`src/rtl/apple_pkg.sv`:
```
// Shared constants and state encoding for apple placement.
package apple_pkg;

  localparam int COORD_W = 11;

  localparam logic [COORD_W-1:0] MIN_X   = 11'd16;
  localparam logic [COORD_W-1:0] MAX_X   = 11'd1392;
  localparam logic [COORD_W-1:0] MIN_Y   = 11'd16;
  localparam logic [COORD_W-1:0] MAX_Y   = 11'd848;
  localparam logic [COORD_W-1:0] RESET_X = 11'd48;
  localparam logic [COORD_W-1:0] RESET_Y = 11'd16;

  typedef enum logic [2:0] {
    IDLE   = 3'd0,
    SAMPLE = 3'd1,
    SCAN   = 3'd2,
    COMMIT = 3'd3,
    FAIL   = 3'd4
  } spawn_state_t;

endpackage

```
`src/rtl/apple_pos_check.sv`:
```
// Combinational reject for a food candidate: outside the play field, on the wall
// block, or on the snake head.
module apple_pos_check
  import apple_pkg::*;
(
  input  logic [COORD_W-1:0] x,
  input  logic [COORD_W-1:0] y,
  input  logic [COORD_W-1:0] wall_x,
  input  logic [COORD_W-1:0] wall_y,
  input  logic [COORD_W-1:0] head_x,
  input  logic [COORD_W-1:0] head_y,
  output logic               reject
);

  logic out_of_bounds;
  logic on_wall;
  logic on_head;

  assign out_of_bounds = (x < MIN_X) || (x > MAX_X) || (y < MIN_Y) || (y > MAX_Y);
  assign on_wall       = (x == wall_x) && (y == wall_y);
  assign on_head       = (x == head_x) && (y == head_y);
  assign reject        = out_of_bounds || on_wall || on_head;

endmodule

```
`src/rtl/apple_spawn_ctrl.sv`:
```
// Apple placement sequencer: samples candidates on eat, rejects illegal spots and
// scans the snake body store before publishing a new apple position.
module apple_spawn_ctrl
  import apple_pkg::*;
#(
  parameter int MAX_LEN   = 64,
  parameter int IDX_W     = 6,
  parameter int MAX_TRIES = 16
) (
  input  logic               clk,
  input  logic               btnrst_n,
  input  logic               eat,
  input  logic [COORD_W-1:0] cand_x,
  input  logic [COORD_W-1:0] cand_y,
  input  logic [COORD_W-1:0] snakehead_x,
  input  logic [COORD_W-1:0] snakehead_y,
  input  logic [COORD_W-1:0] wallpos_x,
  input  logic [COORD_W-1:0] wallpos_y,
  input  logic [IDX_W:0]     body_len,
  output logic [IDX_W-1:0]   body_rd_idx,
  input  logic [COORD_W-1:0] body_rd_x,
  input  logic [COORD_W-1:0] body_rd_y,
  output logic [COORD_W-1:0] apple_x,
  output logic [COORD_W-1:0] apple_y,
  output logic               apple_valid,
  output logic               busy,
  output logic               spawn_done,
  output logic               spawn_fail
);

  localparam int                 TRY_W     = $clog2(MAX_TRIES + 1);
  localparam logic [TRY_W-1:0]   TRY_LIMIT = TRY_W'(MAX_TRIES);
  localparam logic [IDX_W:0]     LEN_MAX   = (IDX_W + 1)'(MAX_LEN);

  spawn_state_t       state;
  logic [TRY_W-1:0]   tries;
  logic [TRY_W-1:0]   tries_next;
  logic               pending;
  logic [COORD_W-1:0] cand_rx;
  logic [COORD_W-1:0] cand_ry;
  logic [IDX_W:0]     scan_len;
  logic [IDX_W:0]     scan_cnt;
  logic               cand_reject;
  logic               seg_hit;

  apple_pos_check u_pos_check (
    .x      (cand_x),
    .y      (cand_y),
    .wall_x (wallpos_x),
    .wall_y (wallpos_y),
    .head_x (snakehead_x),
    .head_y (snakehead_y),
    .reject (cand_reject)
  );

  assign tries_next = tries + 1'b1;
  assign busy       = (state != IDLE);

  // Read data lags the index by one cycle, so the first SCAN cycle has nothing to compare.
  assign seg_hit = (scan_cnt != '0) && (body_rd_x == cand_rx) && (body_rd_y == cand_ry);

  always_ff @(posedge clk or negedge btnrst_n) begin
    if (!btnrst_n) begin
      state       <= IDLE;
      tries       <= '0;
      pending     <= 1'b0;
      cand_rx     <= '0;
      cand_ry     <= '0;
      scan_len    <= '0;
      scan_cnt    <= '0;
      body_rd_idx <= '0;
      apple_x     <= RESET_X;
      apple_y     <= RESET_Y;
      apple_valid <= 1'b1;
      spawn_done  <= 1'b0;
      spawn_fail  <= 1'b0;
    end else begin
      spawn_done <= 1'b0;
      spawn_fail <= 1'b0;
      if (busy && eat)
        pending <= 1'b1;

      case (state)
        IDLE: begin
          if (eat) begin
            state       <= SAMPLE;
            tries       <= '0;
            apple_valid <= 1'b0;
          end
        end

        SAMPLE: begin
          cand_rx <= cand_x;
          cand_ry <= cand_y;
          tries   <= tries_next;
          if (cand_reject) begin
            if (tries_next == TRY_LIMIT) begin
              state      <= FAIL;
              spawn_fail <= 1'b1;
            end
          end else if (body_len == '0) begin
            state       <= COMMIT;
            apple_x     <= cand_x;
            apple_y     <= cand_y;
            apple_valid <= 1'b1;
            spawn_done  <= 1'b1;
          end else begin
            state       <= SCAN;
            scan_len    <= (body_len > LEN_MAX) ? LEN_MAX : body_len;
            scan_cnt    <= '0;
            body_rd_idx <= '0;
          end
        end

        SCAN: begin
          if (seg_hit) begin
            if (tries == TRY_LIMIT) begin
              state      <= FAIL;
              spawn_fail <= 1'b1;
            end else begin
              state <= SAMPLE;
            end
          end else if (scan_cnt == scan_len) begin
            state       <= COMMIT;
            apple_x     <= cand_rx;
            apple_y     <= cand_ry;
            apple_valid <= 1'b1;
            spawn_done  <= 1'b1;
          end else begin
            scan_cnt    <= scan_cnt + 1'b1;
            body_rd_idx <= scan_cnt[IDX_W-1:0] + 1'b1;
          end
        end

        // An eat arriving in this last cycle is treated like a pending one.
        COMMIT, FAIL: begin
          if (pending || eat) begin
            state       <= SAMPLE;
            tries       <= '0;
            pending     <= 1'b0;
            apple_valid <= 1'b0;
          end else begin
            state <= IDLE;
          end
        end

        default: state <= IDLE;
      endcase
    end
  end

endmodule
```
`config.mk`:
```
export PLATFORM = sky130hd
export DESIGN_NAME = apple_spawn_ctrl
export DESIGN_NICKNAME = d
export VERILOG_FILES = /design/src/rtl/apple_pkg.sv /design/src/rtl/apple_pos_check.sv /design/src/rtl/apple_spawn_ctrl.sv
export SDC_FILE = /design/constraint.sdc
export NUM_CORES = 1
export LEC_CHECK = 0
export CAP_MARGIN = 20
export CORE_MARGIN = 1
export CORE_UTILIZATION = 30
export CTS_CLUSTER_SIZE = 20
export DETAILED_ROUTE_END_ITERATION = 12
export GPL_TIMING_DRIVEN = 0
export PLACE_DENSITY = 0.62
export REMOVE_ABC_BUFFERS = 1
export SETUP_SLACK_MARGIN = 0.02
export SLEW_MARGIN = 10
export SYNTH_ARGS = -nofsm -noshare
export SYNTH_HDL_FRONTEND = slang
export SYNTH_SLANG_ARGS = --single-unit
```
`constraint.sdc`:
```
create_clock -name clk -period 3.5 [get_ports clk]
set_clock_uncertainty 0.15 [all_clocks]
set_input_delay 0.7 -clock clk [delete_from_list [all_inputs] [get_ports clk]]
set_output_delay 0.7 -clock clk [all_outputs]
set_load 0.05 [all_outputs]
```
Word level (Yosys, flattened, before mapping)
Index checks and enable logic that the tools add are counted.
{ "word_totals": {"word_cells": 124, "in_bits": 98, "regBits": 76} }
{ "classes": {"add_sub_neg": 3, "n_eq_ne": 23, "reduce_logical": 25, "muxes": 53, "bitwise": 2, "magnitude_cmp": 5} }
{ "ops": {"columns": ["cell", "count"], "rows": [
  ["$mux 11", 8],
  ["$eq 11x11->1", 6],
  ["$pmux 11 s2", 2],
  ["$mux 7", 5],
  ["$mux 6", 4],
  ["$lt 11x5->1 const B", 2],
  ["$mux 1", 19],
  ["$mux 3", 6],
  ["$ne 2x2->1 const B", 8],
  ["$pmux 5 s3", 1],
  ["$pmux 7 s2", 1],
  ["$pmux 3 s4", 1],
  ["$pmux 6 s2", 1],
  ["$gt 11x10->1 const B", 1],
  ["$gt 11x11->1 const B", 1],
  ["$eq 5x5->1 const B", 2],
  ["$mux 5", 2],
  ["$reduce_and 5->1", 2],
  ["$reduce_and 3->1", 3],
  ["$add 7x1->7 const B", 1],
  ["$eq 7x7->1", 1],
  ["$gt 7x7->1 const B", 1],
  ["$logic_not 7->1", 1],
  ["$reduce_and 7->1", 1],
  ["17 further kinds", 31]
]} }

Longest topological paths before layout
Gate-level depths: netlist of the first run.
{ "logic_depth": {"depth_word": 8, "mapped_depth": 10, "depth_no_buf": 8} }

Cells and area by module
From an unflattened synthesis of the first run, not the netlist that was laid out.
{ "hier_totals": {"cells_unflattened": 494, "area_unflattened_um2": 4416.7} }
{ "modules_own_cells": {"columns": ["mod", "area_each_um2", "instances", "cells_each"], "rows": [
  ["apple_spawn_ctrl", 3849.9, 1, 423],
  ["apple_pos_check", 566.8, 1, 71]
]} }

Worst setup path before layout of the first run
No wires, ideal clock.
{ "synth_timing": {"kind": "input-to-reg", "from": "input port cand_y[5]", "to": "register apple_y[0]", "cell_stages": 10, "t_arrival_ns": 2.506, "setup_slack_ns": 0.719, "setup_ns": 0.125, "path_cell_list": "clkbuf_1 > xnor2_1 > nand4_1 > nor4_1 > nand4_1 > nand4_1 > o22a_1 > buf_6 > buf_6 > mux2_4"} }
{ "synth_between": {"elab_chain_len": 7, "elab_cells_between_ends": 12} }
{ "synth_lines": {"columns": ["item", "line_no", "source"], "rows": [
  ["start, declared", "apple_spawn_ctrl.sv:14", "input logic [COORD_W-1:0] cand_y,"],
  ["$lt 11x5->1", "apple_pos_check.sv:19", "assign out_of_bounds = (x < MIN_X) || (x > MAX_X) || (y < MIN_Y) || (y > MAX_Y);"],
  ["$logic_or 1x1->1 (2 in a row)", "apple_pos_check.sv:19", null],
  ["$logic_or 1x1->1", "apple_pos_check.sv:22", "assign reject = out_of_bounds || on_wall || on_head;"],
  ["$logic_or 1x1->1 *", "apple_pos_check.sv:22", null],
  ["$ne 2x2->1 (no source line) *", null, null],
  ["$reduce_and 5->1 (no source line) *", null, null],
  ["end signal, assigned", "apple_spawn_ctrl.sv:104", "apple_y <= cand_y;"],
  ["end signal, assigned", "apple_spawn_ctrl.sv:126", "apple_y <= cand_ry;"],
  ["end, declared", "apple_spawn_ctrl.sv:24", "output logic [COORD_W-1:0] apple_y,"]
]} }
Mark *: on every way between the ends. The rest lies on a longest branch, timed or not.
A chain may end at the register's enable or synchronous reset.

Worst setup path in the final report of the first run
{ "layout_timing": {"from": "input port cand_y[0]", "to": "register apple_y[8]"} }
The elaborated chain is that of the path after synthesis.

==> results of run 1 <==
## registers in the layout, indices dropped and copies added, names as in the netlist
register	flops
apple_x	11
spawn_done	1
spawn_fail	1
apple_valid	1
tries	5
scan_cnt	2
body_rd_idx	5
apple_y	11
cand_ry	11
scan_len	7
cand_rx	11
pending	1
state	3
## synth_stat cells (3+ instances only)
library cell	instances	share of area [%]
a21oi_1	8	0.91
nor2_1	14	1.2
nor4_1	11	1.6
ha_1	4	1.1
o211ai_1	3	0.51
nor2b_1	8	1.1
buf_6	4	1.0
xnor2_1	55	11
o21ai_0	16	1.8
clkbuf_1	17	1.4
buf_4	6	1.0
xor2_1	19	3.8
nand4_1	20	2.8
mux2_4	24	8.2
nor3_1	4	0.45
and3_1	4	0.57
o31ai_1	3	0.51
inv_1	10	0.85
dfrtp_1	66	37
dfstp_2	4	2.4
nand3_1	4	0.45
nand2_1	141	12
mux2_2	4	1.0
o2bb2ai_1	3	0.60
## how the worst max path moves through the flow
| stage | from | to | slack, ps |
|---|---|---|---|
| after global placement | state[1]$_DFFE_PN0P_ | apple_x[0]$_DFFE_PN0P_ | -1400 |
| after global routing | cand_y[0] | apple_y[3]$_DFFE_PN0P_ | 30 |
| after detailed placement | cand_x[5] | apple_x[9]$_DFFE_PN0P_ | -930 |
| final | cand_y[0] | apple_y[8]$_DFFE_PN0P_ | 130 |
| after floorplan | state[1]$_DFFE_PN0P_ | apple_x[0]$_DFFE_PN0P_ | 120 |
| after CTS | cand_y[0] | apple_x[1]$_DFFE_PN0P_ | 30 |
## report_power, final
part | internal (mW) | switching (mW)
Combinational | 0.962 | 1.25
Clock | 0.641 | 0.360
Sequential | 1.14 | 0.282
## area by class of cell
class,count,share of cell area [%]
multi-input combinational,375,39.79
sequential,70,27.99
timing repair buffer,139,22.87
clock buffer,10,3.808
tap,180,3.589
clock inverter,6,1.356
inverter,10,0.5981
## worst register-to-register path, cell delays in order (launching register included)
cell and delay, ps:
dfrtp_1 450, inv_1 180, and3_1 910, nand4_1 180, buf_4 230, o22a_4 240
buf_12 150, mux2_4 290
## per-layer routing
metal  vias up  global-route usage (%)  share of wire (%)
li1       1866                       -                  -
met1      1896                   24.83                 43
met2       129                   30.59                 49
met3        18                   2.860                6.0
met4         0                   6.476                2.0
met5         -                       0                  0
## what timing repair did
action,in CTS,in global routing
setup endpoints to repair,31,28
cloned,1,0
pin swaps,2,2
endpoints found under the hold margin,0,0
setup buffers,3,2
gates resized for setup,5,2
## logic make-up after synthesis
kind of cell	after synthesis	share of synthesized area [%]
DFF	70	39.83
and+or+nand+nor	217	22.18
buffers and inverters	41	4.738
AOI/OAI and AO/OA	49	7.774
muxes	30	9.645
adders and majority gates	4	1.135
xor gates and xnor gates	74	14.69
## stage by stage
step | TNS, ps | instance area, um2 | worst slack, ps | instances
final | 0 | 6276 | 134.3 | 790
after floorplan | 0 | 4239 | 124.2 | 454
after CTS | 0 | 6221 | 25.44 | 787
after global routing | 0 | 6276 | 29.44 | 790
after global placement | -108710 | 5756 | -1404 | 763
after detailed placement | -24840 | 5817 | -933.6 | 767
==> impl_results.md, run 1 <==
* CTS sink count at 70
* Final slew viol count at 0
* CTS tree: yes
* Worst slew pin tran at 1089 ps
* TritonRoute pass-1 iters at 5
* Vias per cell at 4.948
* Grt total ovfl at 0
* GPL Wtd Cong at 0.7704
* DRC at 0
* Final hold vios at 0
* Area grow syn2layout at 42.30%
* Clk_lat worst skew at 340 ps
* R2R depth at 7
* Final period util at 96.16%
* Crit start category: input pin
* Post-Syn Instances at 485
* Post-synth EDFFs at 0
* Root buf cell: clkbuf_16
* Max cap viols at 0
* Most common cell after layout, fill and taps aside: nand2_1
* CP Class: in2reg
* Die width at 123.3 um
* Final hold slack at 165.8 ps
* Req. time, crit path at 3570 ps
* GRT Overall Usage at 18.62%
* Finish-stage setup viols at 0
* Number of global-route vias before repair at 3,909
* Syn Std Cell Area at 4410 um2
* Antenna diode count at 0
* Fin util at 44.52%
* Layout cells sized above 1 at 11.97%
* Crit-path cells: clkdlybuf4s50_1, xnor2_2, nand4_1, nor4_2, nand4_1, nand4_1, buf_4, o22a_4, mux2_4
* Fmax achieved at 0.2971 GHz
* Hold/Removal Path Class: in2async
* Critical Path End Type: flop
* Crit-path most repeated cell: nand4_1
* Number of synthesis warnings at 0
* Initial DRC count at 198
* Asr flop ratio synth at 100.0%
* Leak at 2.775 nW
* I/O pins at 130
* Slowest stage cell, crit path: clkdlybuf4s50_1
* Fin crit period at 3366 ps
* Worst reg2reg endpoint: apple_x[6]$_DFFE_PN0P_
* Core area at 14,100 um2
* R2R Setup Slk at 590 ps
* Via total after detailed routing at 3,909
* Crit path depth at 9
* CP Buf/Inv Count at 2
* Drt wl/cell at 17.36 um
* Post-CTS Hold Fix Bufs at 0
* Worst path top cell family by delay: simple AND/OR/NAND/NOR gates
* Most frequent cells in the layout: nand2_1 (141), clkdlybuf4s50_1 (127), dfrtp_1 (66), xnor2_1 (54), mux2_4 (24)
* FP Rows at 43
* Inserted Clock Buffers at 9
* H-tree depth at 3
* Largest net degree at the start of global routing at 39
* Die area at 15,190 um2
* Seq/Total Area, Yosys at 39.83%
* Post-route ant nets at 0
* Slew margin rel. at 27.43%
* Netlist cell types at 49
* DP HPWL at 10.05 mm
* Synth Register Bits at 70
* Maximum VDD drop at 0.3684 mV
* Synth Area per Inst at 9.094 um2
* CTS max path bufs at 2
* Multi-input logic area at 2497 um2
* Status: completed
* Primary FF master, synth: dfrtp_1
* Input/output buffers at 129
* First-pass GRT wire length at 21.19 mm
* CTS clock-pin slew for the worst setup and hold paths at 60 ps
* R2r startpoint: state[2]$_DFFE_PN0P_
* RSZ-0062 raised after global routing: false
* PD cells at 738.7 nW/um2
* Register area at 1757 um2
* Initial Util at 31.29%
* Max FO, Critical Path at 12
* Initial antenna violation count at 0
* Chip height at 123.3 um
* Final wirelength at 13.72 mm
* Max stage delay on crit path at 590 ps
* Fill cell count at 1,379
* Data arrival time of the worst path at 3430 ps
* Total power at 4.636 mW
* Final #Nets at 707
No activity file was read; power rests on OpenSTA's default activity.
==> run 2: changes to the inputs <==
Settings changed: CORE_MARGIN 1 to 3, MAX_ROUTING_LAYER from default to met4.
==> run 2 against run 1 <==
Sequential power is essentially flat; combinational power is essentially flat; final area shrank 1.2%; largest cell class unchanged; core utilization shrank 0.69 points; clock-buffer cell count is the same; largest power group unchanged; clock power is essentially flat; highest routed layer unchanged; critical path depth shrank 1; hold slack lost 90 ps.
==> impl_results.md, run 2 (synthesis gave the netlist of run 1 again) <==
* Status: completed (unchanged)
* Max cap viols at 0 (unchanged)
* Initial Util at 31.17% (was 31.29%)
* DRC at 0 (unchanged)
* Root buf cell: clkbuf_16 (unchanged)
* Input/output buffers at 129 (unchanged)
* Post-DP Area at 5821 um2 (was 5817 um2)
* Final hold slack at 75.83 ps (was 165.8 ps)
* Final slew viol count at 0 (unchanged)
* Metal-1 WL at 5.923 mm (was 5.952 mm)
* Leak at 2.734 nW (was 2.775 nW)
* Chip height at 127.3 um (was 123.3 um)
* Initial DRC count at 240 (was 198)
* Fmax achieved at 0.2941 GHz (was 0.2971 GHz)
* Data arrival time of the worst path at 3470 ps (was 3430 ps)
* Hold/Removal Path Class: in2async (unchanged)
* Initial antenna violation count at 0 (unchanged)
* Placed insts at 767 (unchanged)
* Post-route ant nets at 0 (unchanged)
* Largest net degree at the start of global routing at 55 (was 39)
* Grt total ovfl at 0 (unchanged)
* Slew margin rel. at 26.51% (was 27.43%)
* Final wirelength at 13.98 mm (was 13.72 mm)
* Drt wl/cell at 17.78 um (was 17.36 um)
* GRT Overall Usage at 18.07% (was 18.62%)
* Fin crit period at 3400 ps (was 3366 ps)
* Setup_tns at 0 ps (unchanged)
* Crit-path cells: clkdlybuf4s50_1, xnor2_1, nand4_1, nor4_2, nand4_1, nand4_1, o22a_4, mux2_2 (was clkdlybuf4s50_1, xnor2_2, nand4_1, nor4_2, nand4_1, nand4_1, buf_4, o22a_4, mux2_4)
* I/O pins at 130 (unchanged)
* Fill cell count at 1,343 (was 1,379)
* PD cells at 743.1 nW/um2 (was 738.7 nW/um2)
* Met2 WL at 6.843 mm (was 6.667 mm)
* Highest Signal Layer: met4 (unchanged)
* CTS clock-pin slew for the worst setup and hold paths at 60 ps (about the same)
* Met3 wire length at 862 um (was 825 um)
* TritonRoute pass-1 iters at 4 (was 5)
* DP HPWL at 10.24 mm (was 10.05 mm)
* Total power at 4.609 mW (was 4.636 mW)
* Final #Nets at 703 (was 707)
* Req. time, crit path at 3570 ps (about the same)
* Vias per cell at 4.994 (was 4.948)
* H-tree depth at 3 (unchanged)
* Fin area at 6202 um2 (was 6276 um2)
* Die area at 16,190 um2 (was 15,190 um2)
* Slowest stage cell, crit path: clkdlybuf4s50_1 (unchanged)
* Layout cells sized above 1 at 11.22% (was 11.97%)
* Max FO, Critical Path at 12 (unchanged)
* Clk_lat worst skew at 340 ps (about the same)
* Crit-path most repeated cell: nand4_1 (unchanged)
* Worst slew pin tran at 1102 ps (was 1089 ps)
* CP Buf/Inv Count at 1 (was 2)
* Finished Layout Cells at 786 (was 790)
* Number of global-route vias before repair at 4,035 (was 3,909)
* CTS sink count at 70 (unchanged)
* Antenna diode count at 0 (unchanged)
* Max stage delay on crit path at 650 ps (was 590 ps)
* Inserted Clock Buffers at 9 (unchanged)
* Via total after detailed routing at 3,925 (was 3,909)
* CTS max path bufs at 2 (unchanged)
* GPL Wtd Cong at 0.8376 (was 0.7704)
* FP Rows at 43 (unchanged)
* Finish-stage setup viols at 0 (unchanged)
* Final period util at 97.15% (was 96.16%)
* Core area at 14,150 um2 (was 14,100 um2)
* CP Class: in2reg (unchanged)
* Critical Path End Type: flop (unchanged)
* Area grow syn2layout at 40.62% (was 42.30%)
* First-pass GRT wire length at 21.96 mm (was 21.19 mm)
* CTS tree: yes (unchanged)
* Final hold vios at 0 (unchanged)
* Die width at 127.3 um (was 123.3 um)
* Most common cell after layout, fill and taps aside: nand2_1 (unchanged)
* Crit start category: input pin (unchanged)
* Most frequent cells in the layout: nand2_1 (141), clkdlybuf4s50_1 (127), dfrtp_1 (66), xnor2_1 (55), mux2_4 (24) (was nand2_1 (141), clkdlybuf4s50_1 (127), dfrtp_1 (66), xnor2_1 (54), mux2_4 (24))
* Worst path top cell family by delay: simple AND/OR/NAND/NOR gates (unchanged)
* Maximum VDD drop at 0.3524 mV (was 0.3684 mV)
* RSZ-0062 raised after global routing: true (was false)
run 2: per-stage QoR:
stage	utilization, %	worst slack [ps]
final	43.83	99.74
after global routing	43.83	-6.136
after CTS	43.64	30.97
after detailed placement	41.14	-889.6
after global placement	40.68	-1527
after floorplan	-	124.2
run 2: final timing paths:
path,startpoint,endpoint,slack (ps),cells past startpoint
worst min register to register,apple_valid$_DFFE_PN1P_,apple_valid$_DFFE_PN1P_,350,2
worst max register to register,state[2]$_DFFE_PN0P_,apple_x[6]$_DFFE_PN0P_,340,5
max in group asynchronous,btnrst_n,apple_valid$_DFFE_PN1P_,2530,2
worst max-delay path,cand_y[10],apple_y[10]$_DFFE_PN0P_,100,8
min in group clk,apple_valid$_DFFE_PN1P_,apple_valid$_DFFE_PN1P_,350,2
worst min-delay path,btnrst_n,apple_y[6]$_DFFE_PN0P_,80,1
run 2: layout make-up:
class / count / area (um2) / area share, %
inverters: 10 / 37.54 / 0.6052
clock buffers: 10 / 229.0 / 3.692
clock inverters: 6 / 86.33 / 1.392
well taps: 180 / 225.2 / 3.631
multi-input cells: 375 / 2496 / 40.25
flip-flops and latches: 70 / 1757 / 28.32
repair buffers: 135 / 1371 / 22.11
run 2: power by group:
part / switching [mW] / internal, mW / total, mW
Sequential: 0.281 / 1.14 / 1.42
Clock: 0.362 / 0.623 / 0.985
Combinational: 1.27 / 0.939 / 2.20
run 2: routing by layer:
metal | GRT usage, % | vias to the layer above
li1 | - | 1860
met1 | 21.85 | 1895
met2 | 29.30 | 141
met3 | 4.264 | 29
met4 | 7.066 | 0
met5 | - | -
run 2: worst reg2reg max path: stages (launching register included):
cell and delay [ps]:
dfrtp_1 450, inv_1 180, and3_1 920, nand4_1 520, o22a_4 490, mux2_4 340
run 2: timing repair:
item | in CTS | in global routing
setup buffers | 0 | 1
resized for setup | 6 | 1
hold buffers | 0 | 0
cloned | 1 | 0
setup endpoints to repair | 30 | 22
pin swaps | 1 | 2
==> run 3: changes to the inputs <==
Settings changed: CAP_MARGIN 20 to default, MAX_ROUTING_LAYER met4 to default, SKIP_CTS_REPAIR_TIMING from default to 1.
==> run 3 against run 2 <==
Sequential share of layout area is essentially flat; global-route usage is 0.99 points lower; combinational power about the same; sequential cell count stayed put; clock-buffer cell count did not move; non-clock buffer count did not move; critical path type unchanged; largest cell class unchanged; highest routed layer unchanged.
==> impl_results.md, run 3 (synthesis gave the netlist of run 1 again) <==
* CTS max path bufs at 2 (unchanged)
* Setup slack after layout at 124.8 ps (was 99.74 ps)
* Post-DP Area at 5806 um2 (was 5821 um2)
* CTS clock-pin slew for the worst setup and hold paths at 60 ps (about the same)
* GRT Overall Usage at 17.08% (was 18.07%)
* Inserted Clock Buffers at 9 (unchanged)
* DP HPWL at 10.23 mm (was 10.24 mm)
* Crit path to: apple_y[10]$_DFFE_PN0P_ (unchanged)
* H-tree depth at 3 (unchanged)
* Total power at 4.523 mW (was 4.609 mW)
* Number of global-route vias before repair at 3,981 (was 4,035)
* TritonRoute pass-1 iters at 5 (was 4)
* Antenna diode count at 0 (unchanged)
* Via total after detailed routing at 3,937 (was 3,925)
* Most frequent cells in the layout: nand2_1 (141), clkdlybuf4s50_1 (127), dfrtp_1 (66), xnor2_1 (55), mux2_4 (24) (unchanged)
* Maximum VDD drop at 0.2837 mV (was 0.3524 mV)
* Drt wl/cell at 17.84 um (was 17.78 um)
* Final hold vios at 0 (unchanged)
* Worst slack, placed at -910.8 ps (was -889.6 ps)
* R2r startpoint: state[2]$_DFFE_PN0P_ (unchanged)
* Grt total ovfl at 0 (unchanged)
* Crit-path most repeated cell: nand4_1 (unchanged)
* Crit-path cells: clkdlybuf4s50_1, xnor2_1, nand4_1, nor4_2, nand4_1, nand4_1, buf_4, o22a_4, mux2_2 (was clkdlybuf4s50_1, xnor2_1, nand4_1, nor4_2, nand4_1, nand4_1, o22a_4, mux2_2)
* CTS sink count at 70 (unchanged)
* Initial DRC count at 252 (was 240)
* Final slew viol count at 0 (unchanged)
* PD cells at 729.8 nW/um2 (was 743.1 nW/um2)
* Core area at 14,150 um2 (unchanged)
* Initial Util at 31.17% (unchanged)
* Crit start category: input pin (unchanged)
* Met2 WL at 6.816 mm (was 6.843 mm)
* Data arrival time of the worst path at 3440 ps (was 3470 ps)
* I/O pins at 130 (unchanged)
* Most common cell after layout, fill and taps aside: nand2_1 (unchanged)
* Max FO, Critical Path at 6 (was 12)
* RSZ-0062 raised after global routing: false (was true)
* Input/output buffers at 129 (unchanged)
* Slew margin rel. at 22.96% (was 26.51%)
* Chip height at 127.3 um (unchanged)
* CTS tree: yes (unchanged)
* Largest net degree at the start of global routing at 55 (unchanged)
* Fmax achieved at 0.2963 GHz (was 0.2941 GHz)
* First-pass GRT wire length at 21.58 mm (was 21.96 mm)
* GPL Wtd Cong at 0.8251 (was 0.8376)
* Worst reg2reg endpoint: apple_x[1]$_DFFE_PN0P_ (was apple_x[6]$_DFFE_PN0P_)
* Fin area at 6198 um2 (was 6202 um2)
* Worst slew pin tran at 1156 ps (was 1102 ps)
* Vias per cell at 5.003 (was 4.994)
* Post-route ant nets at 0 (unchanged)
* Fill cell count at 1,319 (was 1,343)
* Fin crit period at 3375 ps (was 3400 ps)
* Max stage delay on crit path at 670 ps (was 650 ps)
* Critical Path End Type: flop (unchanged)
* Highest Signal Layer: met4 (unchanged)
* CP Class: in2reg (unchanged)
* Die area at 16,190 um2 (unchanged)
* Metal-1 WL at 5.716 mm (was 5.923 mm)
* Critical Path Start: cand_y[10] (unchanged)
* Met3 wire length at 1.060 mm (was 862 um)
* Max cap viols at 0 (unchanged)
* R2R Setup Slk at 500 ps (was 340 ps)
* R2R depth at 6 (was 5)
* Final wirelength at 14.04 mm (was 13.98 mm)
* DRC at 0 (unchanged)
* Final hold slack at 77.83 ps (was 75.83 ps)
* Final #Nets at 704 (was 703)
* Die width at 127.3 um (unchanged)
* Finished Layout Cells at 787 (was 786)
* Placed insts at 766 (was 767)
* Clk_lat worst skew at 340 ps (about the same)
* Initial antenna violation count at 0 (unchanged)
* Finish-stage setup viols at 0 (unchanged)
* Final period util at 96.43% (was 97.15%)
* Area grow syn2layout at 40.54% (was 40.62%)
* Req. time, crit path at 3560 ps (was 3570 ps)
* Hold/Removal Path Class: in2async (unchanged)
* Layout cells sized above 1 at 11.70% (was 11.22%)
* FP Rows at 43 (unchanged)
* Slowest stage cell, crit path: clkdlybuf4s50_1 (unchanged)
* Leak at 2.737 nW (was 2.734 nW)
* Status: completed (unchanged)
* Root buf cell: clkbuf_16 (unchanged)
==> run 3: area by class of cell <==
| type | count | area, um2 | share of cell area, % |
|---|---|---|---|
| multi-input cells | 376 | 2519 | 40.63 |
| flip-flops and latches | 70 | 1757 | 28.34 |
| repair buffers | 135 | 1360 | 21.94 |
| clock buffers | 10 | 239.0 | 3.855 |
| well taps | 180 | 225.2 | 3.633 |
| clock inverters | 6 | 61.31 | 0.9891 |
| inverters | 10 | 37.54 | 0.6056 |
==> run 3: critical path: cells and delay by family <==
family / cells / cell delay (ps)
buf+inv: 2 / 850
xor+xnor: 1 / 170
mux: 1 / 360
compound gates: 1 / 240
simple gates: 4 / 1100
==> run 3: power breakdown <==
| group | switching (mW) | internal, mW | leakage, nW | total, mW |
|---|---|---|---|---|
| clock | 0.354 | 0.568 | 0.148 | 0.922 |
| sequential | 0.280 | 1.14 | 0.890 | 1.42 |
| combinational | 1.26 | 0.922 | 1.70 | 2.18 |
| total | 1.89 | 2.63 | 2.74 | 4.52 |
==> run 3: worst min-delay path by stage <==
stage	startpoint	endpoint	slack, ps	cells after the start
final	btnrst_n	apple_y[6]$_DFFE_PN0P_	80	1
after CTS	btnrst_n	scan_cnt[5]$_DFFE_PN0P_	80	1
after global placement	tries[4]$_DFFE_PN0P_	tries[4]$_DFFE_PN0P_	340	1
after detailed placement	apple_valid$_DFFE_PN1P_	apple_valid$_DFFE_PN1P_	330	2
after floorplan	btnrst_n	apple_x[0]$_DFFE_PN0P_	250	0
after global routing	btnrst_n	scan_cnt[5]$_DFFE_PN0P_	90	1
==> run 3: through the flow <==
stage	util (%)	TNS (ps)
after floorplan	-	0
after global placement	40.68	-102970
after detailed placement	41.03	-23940
after CTS	43.15	-12870
after global routing	43.81	0
final	43.81	0
==> run 3: metal layers <==
layer | up-vias | global-route usage [%]
met1 | 1876 | 21.56
li1 | 1871 | -
met2 | 159 | 27.71
met3 | 31 | 4.515
met4 | 0 | 7.256
met5 | - | 0
